$ cat src/rtl/trigger_seq.sv
// ---------------------------------------------------------------------------
// trigger_seq
//   Multi-stage pattern trigger sitting in a valid/ready sample stream.
//   Each stage compares the incoming sample against a masked value, counts
//   qualified hits (level or rising-edge), and either advances to the next
//   stage or fires. Samples always pass through with one cycle of latency;
//   sto_tevent tags the sample that caused a stage advance (bit0) or the
//   final fire (bit1).
//
// Parameters
//   BAW  bus address width   (>= SSW+2)
//   BDW  bus data width      (>= SDW, >= TCW)
//   SDW  sample data width
//   TSN  number of stages    (power of two, 2..16)
//   TCW  per-stage hit-count width
//
// Ports
//   clk, rst                 clock, synchronous active-high reset
//   bus_w*                   write-only config bus, always ready
//                            addr[SSW+1:2] = stage, addr[1:0] = register
//                            r0 mask, r1 value, r2 count, r3 flags
//                            (flags bit0 edge mode, bit1 last stage)
//   ctl_arm                  arm / re-arm pulse (restarts at stage 0)
//   sts_armed/fired/stage    trigger status
//   sti_*                    input sample stream
//   sto_*                    output sample stream with event tag
// ---------------------------------------------------------------------------
module trigger_seq #(
  parameter int unsigned BAW = 8,
  parameter int unsigned BDW = 32,
  parameter int unsigned SDW = 32,
  parameter int unsigned TSN = 4,
  parameter int unsigned TCW = 16,
  localparam int unsigned SSW = $clog2(TSN)
) (
  input  logic           clk,
  input  logic           rst,

  output logic           bus_wready,
  input  logic           bus_wvalid,
  input  logic [BAW-1:0] bus_waddr,
  input  logic [BDW-1:0] bus_wdata,

  input  logic           ctl_arm,

  output logic           sts_armed,
  output logic           sts_fired,
  output logic [SSW-1:0] sts_stage,

  output logic           sti_tready,
  input  logic           sti_tvalid,
  input  logic [SDW-1:0] sti_tdata,

  input  logic           sto_tready,
  output logic           sto_tvalid,
  output logic [1:0]     sto_tevent,
  output logic [SDW-1:0] sto_tdata
);

  typedef enum logic [1:0] {
    ST_IDLE  = 2'd0,
    ST_ARMED = 2'd1,
    ST_FIRED = 2'd2
  } state_t;

  localparam logic [1:0] EV_NONE    = 2'b00;
  localparam logic [1:0] EV_ADVANCE = 2'b01;
  localparam logic [1:0] EV_FIRE    = 2'b10;

  // Per-stage configuration
  logic [SDW-1:0] cfg_msk  [TSN];
  logic [SDW-1:0] cfg_val  [TSN];
  logic [TCW-1:0] cfg_cnt  [TSN];
  logic           cfg_edge [TSN];
  logic           cfg_last [TSN];

  // Sequencer state
  state_t         state;
  logic [SSW-1:0] stage;
  logic [TCW-1:0] hit_cnt;
  logic           prev_match;

  // Combinational helpers
  logic [SSW-1:0] wr_stage_c;
  logic [1:0]     wr_reg_c;
  logic           xfer_c;
  logic           eval_c;
  logic           match_c;
  logic           hit_c;
  logic [TCW:0]   hit_next_c;
  logic [TCW:0]   target_c;
  logic           done_c;
  logic           final_c;
  logic [1:0]     event_c;

  // Upper address bits are don't-care by design
  logic           unused_addr_bits;
  assign unused_addr_bits = ^bus_waddr;

  assign bus_wready = 1'b1;
  assign sti_tready = sto_tready | ~sto_tvalid;
  assign sts_stage  = stage;

  assign wr_stage_c = bus_waddr[SSW+1:2];
  assign wr_reg_c   = bus_waddr[1:0];

  // Configuration registers; writes become visible on the next sample
  always_ff @(posedge clk) begin
    if (rst) begin
      for (int i = 0; i < TSN; i++) begin
        cfg_msk[i]  <= '0;
        cfg_val[i]  <= '0;
        cfg_cnt[i]  <= '0;
        cfg_edge[i] <= 1'b0;
        cfg_last[i] <= 1'b0;
      end
    end else if (bus_wvalid) begin
      case (wr_reg_c)
        2'd0: cfg_msk[wr_stage_c] <= bus_wdata[SDW-1:0];
        2'd1: cfg_val[wr_stage_c] <= bus_wdata[SDW-1:0];
        2'd2: cfg_cnt[wr_stage_c] <= bus_wdata[TCW-1:0];
        default: begin
          cfg_edge[wr_stage_c] <= bus_wdata[0];
          cfg_last[wr_stage_c] <= bus_wdata[1];
        end
      endcase
    end
  end

  // Stage evaluation for the sample currently on sti; an arm in the same
  // cycle suppresses evaluation so the restart is clean.
  always_comb begin
    xfer_c     = sti_tvalid & sti_tready;
    eval_c     = xfer_c & ~ctl_arm & (state == ST_ARMED);
    match_c    = ((sti_tdata ^ cfg_val[stage]) & cfg_msk[stage]) == '0;
    hit_c      = cfg_edge[stage] ? (match_c & ~prev_match) : match_c;
    hit_next_c = {1'b0, hit_cnt} + (TCW+1)'(1);
    // A count of zero behaves like one
    target_c   = (cfg_cnt[stage] == '0) ? (TCW+1)'(1) : {1'b0, cfg_cnt[stage]};
    // >= keeps a lowered count mid-run from stranding the stage
    done_c     = hit_c & (hit_next_c >= target_c);
    final_c    = cfg_last[stage] | (stage == SSW'(TSN - 1));
    event_c    = EV_NONE;
    if (eval_c && done_c) begin
      event_c = final_c ? EV_FIRE : EV_ADVANCE;
    end
  end

  // Trigger sequencer: IDLE -> ARMED -> FIRED, re-armable from any state
  always_ff @(posedge clk) begin
    if (rst) begin
      state      <= ST_IDLE;
      stage      <= '0;
      hit_cnt    <= '0;
      prev_match <= 1'b0;
      sts_armed  <= 1'b0;
      sts_fired  <= 1'b0;
    end else if (ctl_arm) begin
      state      <= ST_ARMED;
      stage      <= '0;
      hit_cnt    <= '0;
      prev_match <= 1'b0;
      sts_armed  <= 1'b1;
      sts_fired  <= 1'b0;
    end else begin
      case (state)
        ST_ARMED: begin
          if (eval_c) begin
            prev_match <= match_c;
            if (done_c) begin
              hit_cnt <= '0;
              if (final_c) begin
                state     <= ST_FIRED;
                sts_armed <= 1'b0;
                sts_fired <= 1'b1;
              end else begin
                stage      <= stage + SSW'(1);
                prev_match <= 1'b0;
              end
            end else if (hit_c) begin
              hit_cnt <= hit_next_c[TCW-1:0];
            end
          end
        end
        ST_IDLE, ST_FIRED: begin
          state <= state;
        end
        default: begin
          state     <= ST_IDLE;
          sts_armed <= 1'b0;
          sts_fired <= 1'b0;
        end
      endcase
    end
  end

  // Output register slice: one-cycle latency, holds while downstream stalls
  always_ff @(posedge clk) begin
    if (rst) begin
      sto_tvalid <= 1'b0;
      sto_tevent <= EV_NONE;
      sto_tdata  <= '0;
    end else if (xfer_c) begin
      sto_tvalid <= 1'b1;
      sto_tevent <= event_c;
      sto_tdata  <= sti_tdata;
    end else if (sto_tready) begin
      sto_tvalid <= 1'b0;
    end
  end

endmodule

$ cat config.mk
export PLATFORM = sky130hd
export DESIGN_NAME = trigger_seq
export DESIGN_NICKNAME = d
export VERILOG_FILES = /design/src/rtl/trigger_seq.sv
export SDC_FILE = /design/constraint.sdc
export NUM_CORES = 1
export LEC_CHECK = 0
export BUFFER_PORTS_ARGS = -buffer_cell sky130_fd_sc_hd__buf_2
export CAP_MARGIN = 20
export CELL_PAD_IN_SITES_DETAIL_PLACEMENT = 1
export CELL_PAD_IN_SITES_GLOBAL_PLACEMENT = 1
export CORE_UTILIZATION = 45
export DETAILED_ROUTE_END_ITERATION = 8
export PLACE_DENSITY = 0.85
export SLEW_MARGIN = 20
export SYNTH_ARGS = -nofsm -noshare
export SYNTH_HDL_FRONTEND = slang
export SYNTH_SLANG_ARGS = --single-unit
$ cat constraint.sdc
create_clock -name clk -period 3.65 [get_ports clk]
set_input_delay 0.365 -clock clk [delete_from_list [all_inputs] [get_ports clk]]
set_output_delay 0.365 -clock clk [all_outputs]
set_load 0.02 [all_outputs]
# Word-level counts from Yosys, hierarchy flattened
# Memories as Yosys holds them, arrays and structs flattened. A register that Yosys moved wholly into a read port is not among the register bits.
# Cells that the tools add are included.
[word_totals]
mem_bits_rw = 328
elab_cells = 131
mem_count = 5
ff_bits = 58
out_inout_bits = 41
latch_bits = 0
mem_bits_ro = 0
input_bits = 78
[op_classes]
magnitude_cmp = 1
addsub = 2
n_bitwise = 14
multipliers = 0
n_div = 0
n_shift = 0
eq_ne = 12
n_reduce_logical = 20
muxes = 67
[memory_table]
columns = ["name", "depth", "word_bits", "read_ports", "rd_clocked_by_memory_dff", "write_ports", "line_no", "text"]
rows = [
  ["cfg_msk", 4, 32, 1, 1, 4, "71", "logic [SDW-1:0] cfg_msk [TSN];"],
  ["cfg_val", 4, 32, 1, 1, 4, "72", "logic [SDW-1:0] cfg_val [TSN];"],
  ["cfg_cnt", 4, 16, 1, 1, 4, "73", "logic [TCW-1:0] cfg_cnt [TSN];"],
  ["cfg_edge", 4, 1, 1, 1, 4, "74", "logic cfg_edge [TSN];"],
  ["cfg_last", 4, 1, 1, 1, 4, "75", "logic cfg_last [TSN];"],
]
[ops]
columns = ["operator", "n"]
rows = [
  ["two-way mux 16 bit", 4],
  ["two-way mux 32 bit", 2],
  ["OR reduction 32 bit", 2],
  ["two-way mux 2 bit", 20],
  ["two-way mux 1 bit", 38],
  ["AND 32 bit", 1],
  ["zero test 32 bit", 1],
  ["bitwise XOR 32 bit", 1],
  ["adder 16 x 1 -> 17 bit (second input constant)", 1],
  [">= comparator 17 x 16 -> 1 bit", 1],
  ["zero test 16 bit", 1],
  ["OR reduction 16 bit", 1],
  ["AND reduction 4 bit", 3],
  ["inequality test 3 bit (second input constant)", 3],
  ["inequality test 2 bit (second input constant)", 4],
  ["== test 2 bit (second input constant)", 3],
  ["AND 1 bit", 5],
  ["inverter 1 bit", 5],
  ["== test 2 x 1 -> 1 bit (second input constant)", 2],
  ["zero test 2 bit", 2],
  ["one-hot mux 1 bit (2 select lines)", 2],
  ["one-hot mux 2 bit (2 select lines)", 1],
  ["nonzero test 2 bit", 2],
  ["OR reduction 2 bit", 2],
  ["other kinds (7)", 9],
]

# Depth between registers and ports, before layout
[depth]
depth_word = 10
mapped_depth = 19
ltp_nobuf = 15

# Worst setup path before layout
# OpenSTA, ideal clock, no wires.
[synth_timing]
kind = "register to register"
from = "register with a tool-made name"
to = "register hit_cnt[12]"
setup_ns = 0.070
slack_ns = -0.351
period_less_slack_ns = 4.001
required_time_ns = 3.580
path_stages_with_launch = 18
t_arrival_ns = 3.931
n_path_buf = 6
cell_sequence = "dfxtp_1 buf_2 buf_6 buf_2 buf_2 buf_2 mux4_2 nor4_1 a31o_2 ha_1 nand2b_1 a21oi_1 o31ai_1 a31o_2 nand3_1 clkbuf_1 or4_1 a21oi_1"
[synth_rtl]
columns = ["element", "line_no", "text"]
rows = [
  ["end signal, assigned", "181", "hit_cnt <= hit_next_c[TCW-1:0];"],
  ["end, declared", "80", "logic [TCW-1:0] hit_cnt;"],
]

==> impl_metrics.csv <==
group,metric,value,unit
global_route,overflow,0,
drt,vias_per_cell,6.177,
drt,drcViolationCount,0,
sta,final-hold-violation-count,0,
clock_tree,postCtsHoldBufs,0,
critical_path,cp_max_fo,47,
logic_synthesis,syn_inst,1513,
worst_hold_path,holdCritStartpoint,"sti_tvalid",
sta,fin_setup_tns,0,ns
floorplanning,die_w,203.0,um
drt,drt-total-wl,58.56,mm
logic_synthesis,ys_types,72,
logic_synthesis,yosys.area.top_type,"edfxtp_1",
drt,detail-route-antenna-nets,0,
logic_synthesis,synth-async-reset-ratio,0,
power,power.share.sequential,0.501,
logic_synthesis,ys_ff_latch,386,
logic_synthesis,synth_area_leaders,"edfxtp_1, and3_1, dfxtp_1",
outcome,outcome,"complete, no violations",
global_route,antenna_found_initial,4,
sta,clock_skew,0.01603,ns
place,dp_hpwl,38.34,mm
critical_path,critPathArrivalTime,4.06,ns
final_layout,multi_input_area,6676,sq um
sta,period_share,0.9738,
final_layout,fin_nets,1697,
drt,drt_iter0_drc,1253,
power,p_per_area,491.6,nW/um^2
power,power_frac_clock,0.418,
clock_tree,cts_sinks,386,
drt,wire_per_inst,27.12,um
floorplanning,coreArea,39820,sq um
logic_synthesis,synth_top_cell_area_share,0.5419,
critical_path,crit_type,"flop to flop",
critical_path,end_kind,"flop",
place,post_dp_cell_area,19420,sq um
sta,rsz0062_at_grt,"false",
place,place_congestion,0.8766,
logic_synthesis,synth_nets,1609,
power,power_frac_comb,0.081,
logic_synthesis,yosysWarnings,0,
logic_synthesis,synth_ff_type,"edfxtp_1",
run,maxCapViolations,0,
final_layout,drive_gt1_frac,0.1777,
global_route,grt_pass1_vias,13736,
floorplanning,num_rows,73,
critical_path,crit_required,4.15,ns
clock_tree,clockBufferDepth,3,
final_layout,seqCellArea,11010,sq um
clock_tree,clk_latency,0.59,ns
clock_tree,cts_tree,"built",
sta,period_minus_slack,3.554,ns
logic_synthesis,ys_seq_area_frac,0.6057,
global_route,grt_start_max_net_pins,97,
worst_hold_path,hold_path.class,"input port to flop",
clock_tree,clkSlewWorstSetupHoldPaths,0.06,ns
floorplanning,start_util,0.4565,
power,ir_drop,0.3064,mV
final_layout,syn_to_final_growth,14.87,%
power,p_leak,8.466,nW
global_route,grt_usage,0.2845,
floorplanning,num_io_pins,119,
logic_synthesis,syn_area,18180,sq um
sta,slew_headroom,0.2285,
logic_synthesis,synth_edf_count,328,
sta,max_freq,0.2813,GHz
floorplanning,design.die.area,41200,sq um
clock_tree,cts_buffers,43,
critical_path,startpoint_type,"flop",
global_route,grt_pass1_wl,86.83,mm
final_layout,n_fill_cell,4109,
clock_tree,htreeDepth,2,
logic_synthesis,yosysMostFrequentCell,"edfxtp_1",
power,internal-power,7.764,mW
final_layout,final_area,20880,sq um
sta,drv_slew,0,
power,switching_share,0.2436,
drt,first_pass_iters,5,
logic_synthesis,ys_top_cells_by_count,"edfxtp_1, and3_1, and2_1, nand2_1, clkbuf_1",
floorplanning,die_h,203.0,um
sta,worstMarginPinSlew,1.157,ns
sta,setup_viol,0,
drt,vias,13336,
logic_synthesis,synth.avg_cell_area,12.01,sq um
place,portBuffers,113,
power,netSwitchingPower,2.501,mW
clock_tree,cts_root_buf,"clkbuf_16",
## state kept, by name, summed over array words and instances (netlist names), named ones only
register    flops
sto_tdata      32
cfg_val       128
sto_tvalid      1
sts_fired       1
sto_tevent      2
hit_cnt        16
cfg_edge        4
sts_stage       2
sts_armed       1
cfg_msk       128
cfg_cnt        64
cfg_last        4
prev_match      1
## critical path, stage by stage (launching register included)
cell and delay (ns):
dfxtp_4 0.35, buf_4 0.12, buf_12 0.23, nor4bb_1 0.19, a31oi_1 0.30, o21ai_0 0.26
or4_4 0.60, nor4_4 0.45, o21ai_2 0.27, or4_1 0.52, a21oi_1 0.17
## logic make-up (layout without fill, tap and decap cells)
kind of cell    after synthesis  after routing  share of synthesized area
buf+inv                     158            277                    0.03455
mux                          25             25                    0.02912
compound gates              191            191                    0.07014
simple gates                659            659                     0.2117
flops                       386            386                     0.6057
other cells                   1              3                  0.0002063
fa+ha+maj                    18             18                    0.01239
xor+xnor                     75             75                    0.03614
## power groups by stage
| stage | clock network, mW | logic [mW] | registers, mW |
|---|---|---|---|
| final | 4.29 | 0.826 | 5.15 |
| after global routing | 4.46 | 0.870 | 5.17 |
| after CTS | 4.33 | 0.815 | 5.15 |
| after detailed placement | 0 | 0.804 | 5.23 |
| after global placement | 0 | 0.773 | 5.20 |
| after floorplan | 0 | 0.416 | 5.22 |
## per-layer routing
layer,track usage,up-vias,routed length [um]
met3,0.05409,143,5036
met2,0.4705,679,28300
met1,0.3664,6764,22910
met5,0,-,26
li1,-,5746,-
met4,0.1187,4,2288
## through the flow
step	instances	hold WS [ns]	util	worst slack, ns	power, mW
2_1_floorplan	1513	0.4668	-	0.02172	5.634
3_3_place_gp	2078	0.4388	0.4878	0.1433	5.974
3_5_place_dp	2078	0.4463	0.4878	0.06632	6.036
4_1_cts	2157	0.01891	0.5227	0.008923	10.29
5_1_grt	2159	0.05119	0.5244	0.006871	10.49
6_report	2159	0.03937	0.5244	0.09561	10.26
## worst paths after layout
path,to,slack [ns],cells after the start
hold reg to reg,sto_tdata[27]$_SDFFE_PP0P_,0.45,2
setup reg to reg,hit_cnt[10]$_SDFFE_PP0P_,0.1,10
setup / recovery,hit_cnt[10]$_SDFFE_PP0P_,0.1,10
hold / removal,sto_tvalid$_SDFFE_PP0P_,0.04,3
## layout by cell type, fill, tap and decap left out, types with 7 or more instances in the layout
master       n
inv_1       30
nand4_1      9
a21oi_1     56
o21ai_0     36
and2_1     135
nand4b_1    13
ha_1        18
mux4_2      21
nand2b_1    15
clkinv_1    11
nand3b_1    39
nand2_1    129
buf_2      113
dfxtp_1     57
a31oi_1     11
or2_2        7
clkbuf_16   44
nand3_1     22
and3_1     207
xor2_1      70
buf_4       52
a222oi_1     9
a21o_1       9
edfxtp_1   328
nor2_1      24
clkbuf_1     8
## final cells by class
cell class	instances	area share
sequential	386	0.5275
clock buffer	52	0.05417
clock inverter	24	0.01079
tap	525	0.03146
antenna	2	0.0002397
multi-input combinational	969	0.3197
inverter	31	0.005573
timing repair buffer	170	0.05057
## what timing repair did
action | CTS | global route
endpoints found under the setup margin | 2 | 24
gates resized for setup | 0 | 13
pin swaps | 0 | 2
setup buffers | 3 | 0
No activity file was read; power rests on OpenSTA's default activity.
